`config.mk`:
```
export PLATFORM = sky130hd
export DESIGN_NAME = inst_fetch_bridge
export DESIGN_NICKNAME = d
export VERILOG_FILES = /design/src/rtl/inst_fetch_bridge_pkg.sv /design/src/rtl/inst_fetch_bridge.sv
export SDC_FILE = /design/constraint.sdc
export NUM_CORES = 1
export LEC_CHECK = 0
export ABC_CLOCK_PERIOD_IN_PS = 3900
export BUFFER_PORTS_ARGS = -buffer_cell sky130_fd_sc_hd__buf_2
export CAP_MARGIN = 20
export CORE_AREA = 3 3 98 146
export DETAILED_ROUTE_END_ITERATION = 6
export DIE_AREA = 0 0 101 149
export GPL_ROUTABILITY_DRIVEN = 0
export MAX_ROUTING_LAYER = met4
export PLACE_DENSITY = 0.61
export SYNTH_ARGS = -nofsm -noshare
export SYNTH_HDL_FRONTEND = slang
export SYNTH_SLANG_ARGS = --single-unit
```
`constraint.sdc`:
```
create_clock -name clk -period 3.9 [get_ports clk]
set_input_delay 0.39 -clock clk [delete_from_list [all_inputs] [get_ports clk]]
set_output_delay 0.39 -clock clk [all_outputs]
set_load 0.05 [all_outputs]
```
`src/rtl/inst_fetch_bridge_pkg.sv`:
```
// Shared definitions for the instruction-fetch bridge.
// Holds bus widths, the NOP encoding and the fetch FSM state encodings.
package inst_fetch_bridge_pkg;

    localparam int InstAddrBus = 32;
    localparam int InstBus     = 32;

    localparam logic [31:0] ZeroWord = 32'h0000_0000;
    localparam logic [31:0] NopInst  = 32'h0000_0000;

    typedef enum logic [1:0] {
        FetchIdle = 2'd0,
        FetchReq  = 2'd1,
        FetchWait = 2'd2
    } fetch_state_t;

endpackage

```
`src/rtl/inst_fetch_bridge.sv`:
```
// Instruction-fetch bridge: serves the core's combinational ROM port from a
// one-word buffer and refills it over a request/acknowledge read bus. Misses
// raise stall_req_o until the word lands in the buffer.
module inst_fetch_bridge
    import inst_fetch_bridge_pkg::*;
#(
    parameter int ADDR_W = InstAddrBus,
    parameter int DATA_W = InstBus
) (
    input  logic              clk,
    input  logic              rst,
    input  logic              rom_ce_i,
    input  logic [ADDR_W-1:0] rom_addr_i,
    output logic [DATA_W-1:0] rom_data_o,
    output logic              stall_req_o,
    output logic              addr_err_o,
    output logic              bus_err_o,
    output logic              bus_req_o,
    output logic [ADDR_W-1:0] bus_addr_o,
    input  logic              bus_ack_i,
    input  logic              bus_rvalid_i,
    input  logic [DATA_W-1:0] bus_rdata_i,
    input  logic              bus_err_i
);

    fetch_state_t state_q;
    fetch_state_t state_d;

    logic              buf_vld;
    logic [ADDR_W-1:0] buf_addr;
    logic [DATA_W-1:0] buf_data;

    logic hit;
    logic miss;
    logic misaligned;
    logic start_fetch;
    logic fill;

    assign hit         = rom_ce_i && buf_vld && (buf_addr == rom_addr_i);
    assign miss        = rom_ce_i && !hit;
    assign misaligned  = (rom_addr_i[1:0] != 2'b00);
    assign start_fetch = (state_q == FetchIdle) && miss && !misaligned;
    assign fill        = (state_q == FetchWait) && bus_rvalid_i;

    // State register; reset drops any request in flight immediately.
    always_ff @(posedge clk or negedge rst) begin
        if (!rst) begin
            state_q <= FetchIdle;
        end else begin
            state_q <= state_d;
        end
    end

    // Next state: a started request always runs to completion regardless of the core.
    always_comb begin
        state_d = state_q;
        case (state_q)
            FetchIdle: if (start_fetch)  state_d = FetchReq;
            FetchReq:  if (bus_ack_i)    state_d = FetchWait;
            FetchWait: if (bus_rvalid_i) state_d = FetchIdle;
            default:                     state_d = FetchIdle;
        endcase
    end

    // Core-facing outputs: data only on a hit in IDLE, stall only while the core is fetching.
    always_comb begin
        stall_req_o = 1'b0;
        rom_data_o  = DATA_W'(NopInst);
        case (state_q)
            FetchIdle: begin
                if (hit) begin
                    rom_data_o = buf_data;
                end else if (start_fetch) begin
                    stall_req_o = 1'b1;
                end
            end
            default: stall_req_o = rom_ce_i;
        endcase
    end

    // Bus request, error pulses and buffer refill.
    always_ff @(posedge clk or negedge rst) begin
        if (!rst) begin
            bus_req_o  <= 1'b0;
            bus_addr_o <= ADDR_W'(ZeroWord);
            addr_err_o <= 1'b0;
            bus_err_o  <= 1'b0;
            buf_vld    <= 1'b0;
            buf_addr   <= ADDR_W'(ZeroWord);
            buf_data   <= DATA_W'(NopInst);
        end else begin
            bus_req_o  <= (state_d == FetchReq);
            addr_err_o <= (state_q == FetchIdle) && miss && misaligned;
            bus_err_o  <= fill && bus_err_i;
            if (start_fetch) begin
                bus_addr_o <= rom_addr_i;
            end
            if (fill) begin
                buf_vld  <= 1'b1;
                buf_addr <= bus_addr_o;
                buf_data <= bus_err_i ? DATA_W'(NopInst) : bus_rdata_i;
            end
        end
    end

endmodule
```
==> flow_summary_export.csv <==
group,metric,value,unit
clock_network,cts-buffers-inserted,9,
power,pwr_density_cell,661,nW/um2
clock_network,h-tree-depth,3,
finish,antenna_cells_inserted,0,
floorplanning,floorplan.die.width,101,um
detailed_routing,vias,3161,
global_routing,maximum_number_of_pins_on_one_net_before_global_route_repair,99,
detailed_routing,routed_wirelength,10700,um
global_routing,number_of_antenna_violations_at_the_first_check_in_global_routing,0,
placement,port_buffers,137,
yosys,synth_area_leader_cell,"sky130_fd_sc_hd__dfrtp_1",
power,share_seq_of_total_power,43.3,%
critical_path,cp_max_fo,3,
timing,setup_viol,0,
finish,drive_above_1_share,41.7,%
yosys,syn_inst,386,
clock_network,cts_resized,0,
timing,finalWorstPathRequiredPeriod,2.90,ns
clock_network,clock-root-buffer,"sky130_fd_sc_hd__clkbuf_16",
placement,place.detailed.instances,665,
global_routing,vias_in_the_first_global_route,3180,
power,combPwrFrac,31.0,%
floorplanning,chipHeight,149,um
power,p_total,0.00380,W
detailed_routing,vias_per_cell,4.63,
critical_path,start_kind,"flip-flop",
timing,timing_max_transition_violations_final,0,
timing,finalCritPeriodShare,74.4,%
yosys,synth.most_common_cell,"sky130_fd_sc_hd__dfrtp_1",
run,timing.max_cap.violations,0,
global_routing,global_route.usage.total,14.8,%
power,net-switching-power,0.00131,W
yosys,post_synth_main_area_contributors,"sky130_fd_sc_hd__dfrtp_1 56%, sky130_fd_sc_hd__mux2_2 8.9%, sky130_fd_sc_hd__mux2_4 6.6%, sky130_fd_sc_hd__xnor2_1 6.1%, sky130_fd_sc_hd__nand2_1 5.7%",
power,peakVddDrop,0.361,mV
timing,fin_worst_skew,0.0105,ns
yosys,synthesis.area_per_instance,11.8,um2
floorplanning,effective_utilization_at_floorplan,34.8,%
finish,instances_no_fill,682,
placement,hpwl,8060,um
yosys,synth-seq-area-share,55.8,%
global_routing,global_route_wire_length_before_repair,16800,um
finish,layout_nets,588,
yosys,synthDistinctLibCells,24,
floorplanning,io_pins,138,
detailed_routing,drt-pass1-iter-count,4,
finish,syn_to_final_growth,25.8,%
timing,timing_worst_slew_pin_value,0.991,ns
yosys,syn-cell-area,4570,um2
global_routing,grt.overflow.total,0,
timing,achievable_freq,0.345,GHz
yosys,synth.yosys.warnings,0,
floorplanning,placement_rows,51,
detailed_routing,route.detailed.drc,0,
timing,rsz_0062_raised_after_global_routing,"false",
power,switching_share,34.5,%
yosys,synthFlopType,"sky130_fd_sc_hd__dfrtp_1",
finish,fin_util,43.7,%
floorplanning,fp.dieArea,15000,um2
timing,finalHoldWorstSlack,0.0532,ns
power,power_leakage,2.83,nW
worst_hold_path,hold_path_class,"in -> async",
clock_network,clock_latency,0.34,ns
critical_path,cp-end-kind,"output port",
power,internal_power,0.00249,W
yosys,synth_seq_cells,102,
yosys,synth-async-reset-ratio,100,%
critical_path,cp.arrival,2.51,ns
detailed_routing,first_iter_violations,53,
power,clockPowerShare,25.7,%
yosys,synth_top_cell_area_share,55.8,%
critical_path,worstRegToRegCells,7,
outcome,status,"complete, no violations",
clock_network,clock-sinks,102,
critical_path,rrSetupSlack,1.01,ns
clock_network,cts_tree,"done",
detailed_routing,antenna_violating_nets_post_route,0,
timing,fin_setup_tns,0,ns
clock_network,clock_path_buffers,2,
clock_network,clk_pin_slew_worst_paths,0.07,ns
clock_network,cts_setup_buffers,0,
timing,max_slew_margin,33.9,%
yosys,most_instantiated_cells_after_synthesis,"102 x sky130_fd_sc_hd__dfrtp_1, 69 x sky130_fd_sc_hd__nand2_1, 36 x sky130_fd_sc_hd__mux2_2",
critical_path,critical_path_required,3.51,ns
floorplanning,fp.coreArea,13100,um2
critical_path,critPathKind,"reg -> out",
detailed_routing,routedWlPerCell,15.6,um
yosys,syn-num-nets,456,
timing,final_hold_viol_count,0,
yosys,number_of_enable_flip_flop_cells_after_synthesis,0,
clock_network,cts.hold.buffers_added,0,
==> critical path: stages (launching register included) <==
cell and delay (ns):
sky130_fd_sc_hd__dfrtp_1 0.39, sky130_fd_sc_hd__xnor2_1 0.27, sky130_fd_sc_hd__nand4_1 0.20, sky130_fd_sc_hd__or4_1 0.57, sky130_fd_sc_hd__nor4_2 0.25, sky130_fd_sc_hd__o21ai_0 0.24
sky130_fd_sc_hd__buf_2 0.27
==> state kept, by name (all words and copies together) (netlist names) <==
name        flops
buf_addr       32
buf_data       32
bus_addr_o     32
state_q         2
addr_err_o      1
buf_vld         1
bus_err_o       1
bus_req_o       1
==> kinds of logic after synthesis <==
family | count (synthesis) | share of synthesized area [%]
AOI/OAI and AO/OA | 37 | 4.19
xor gates and xnor gates | 32 | 6.13
buffers and inverters | 23 | 3.01
DFF | 102 | 55.8
muxes | 62 | 16.9
and+or+nand+nor | 130 | 13.9
==> metrics by stage <==
step                setup WS [ns]  cell area (um2)
floorplan                    1.49             4570
global placement            0.868             5390
detailed placement          0.791             5390
CTS                         0.874             5720
global route                0.784             5750
finish                       1.00             5750
==> per-layer routing <==
| metal | up-vias | wire [um] | global-route usage (%) | part of all wire, % |
|---|---|---|---|---|
| met3 | 4 | 581 | 2.90 | 5.4 |
| met2 | 93 | 5610 | 25.3 | 53 |
| met4 | 0 | 79 | 3.59 | 0.74 |
| met1 | 1505 | 4390 | 17.9 | 41 |
| li1 | 1559 | - | - | - |
| met5 | - | 0 | - | 0 |
==> cells in the final DEF (no fill, tap or decap), drive strengths merged <==
cell type  synthesis  layout
and2              34      34
buf                4     142
bufinv             0       2
clkbuf            17      10
clkinvlp           0       2
dfrtp            102     102
inv                2       4
mux2              62      62
nand2             69      69
nand2b             1       1
nand3              4       4
nand4             11      11
nor2               3       3
nor3               1       1
nor4               4       4
o21ai             34      34
o22ai              1       1
o31ai              2       2
or3                1       1
or4                2       2
xnor2             32      32
==> layout make-up <==
| type | count | area, um2 |
|---|---|---|
| clock buffers | 10 | 239 |
| well taps | 159 | 199 |
| flip-flops and latches | 102 | 2550 |
| repair buffers | 142 | 758 |
| clock inverters | 6 | 92.6 |
| fillers | 1293 | 7400 |
| inverters | 2 | 7.51 |
| multi-input cells | 261 | 1900 |
==> path summary, 6_finish.rpt <==
kind	startpoint	end
min in group clk	bus_ack_i	state_q[0]
max in group asynchronous	rst	buf_addr[7]
hold reg to reg	buf_vld	buf_vld
hold / removal	rst	buf_data[29]
setup / recovery	buf_addr[2]	stall_req_o
setup reg to reg	buf_addr[2]	bus_addr_o[8]
==> power groups by stage <==
stage | Combinational, W | Clock (W) | Sequential, W
6_report | 0.00118 | 0.000978 | 0.00165
3_5_place_dp | 0.00120 | 0 | 0.00167
4_1_cts | 0.00120 | 0.00102 | 0.00165
2_1_floorplan | 0.000562 | 0 | 0.00195
5_1_grt | 0.00128 | 0.00106 | 0.00170
3_3_place_gp | 0.00118 | 0 | 0.00165
No activity file was read; power rests on OpenSTA's default activity.
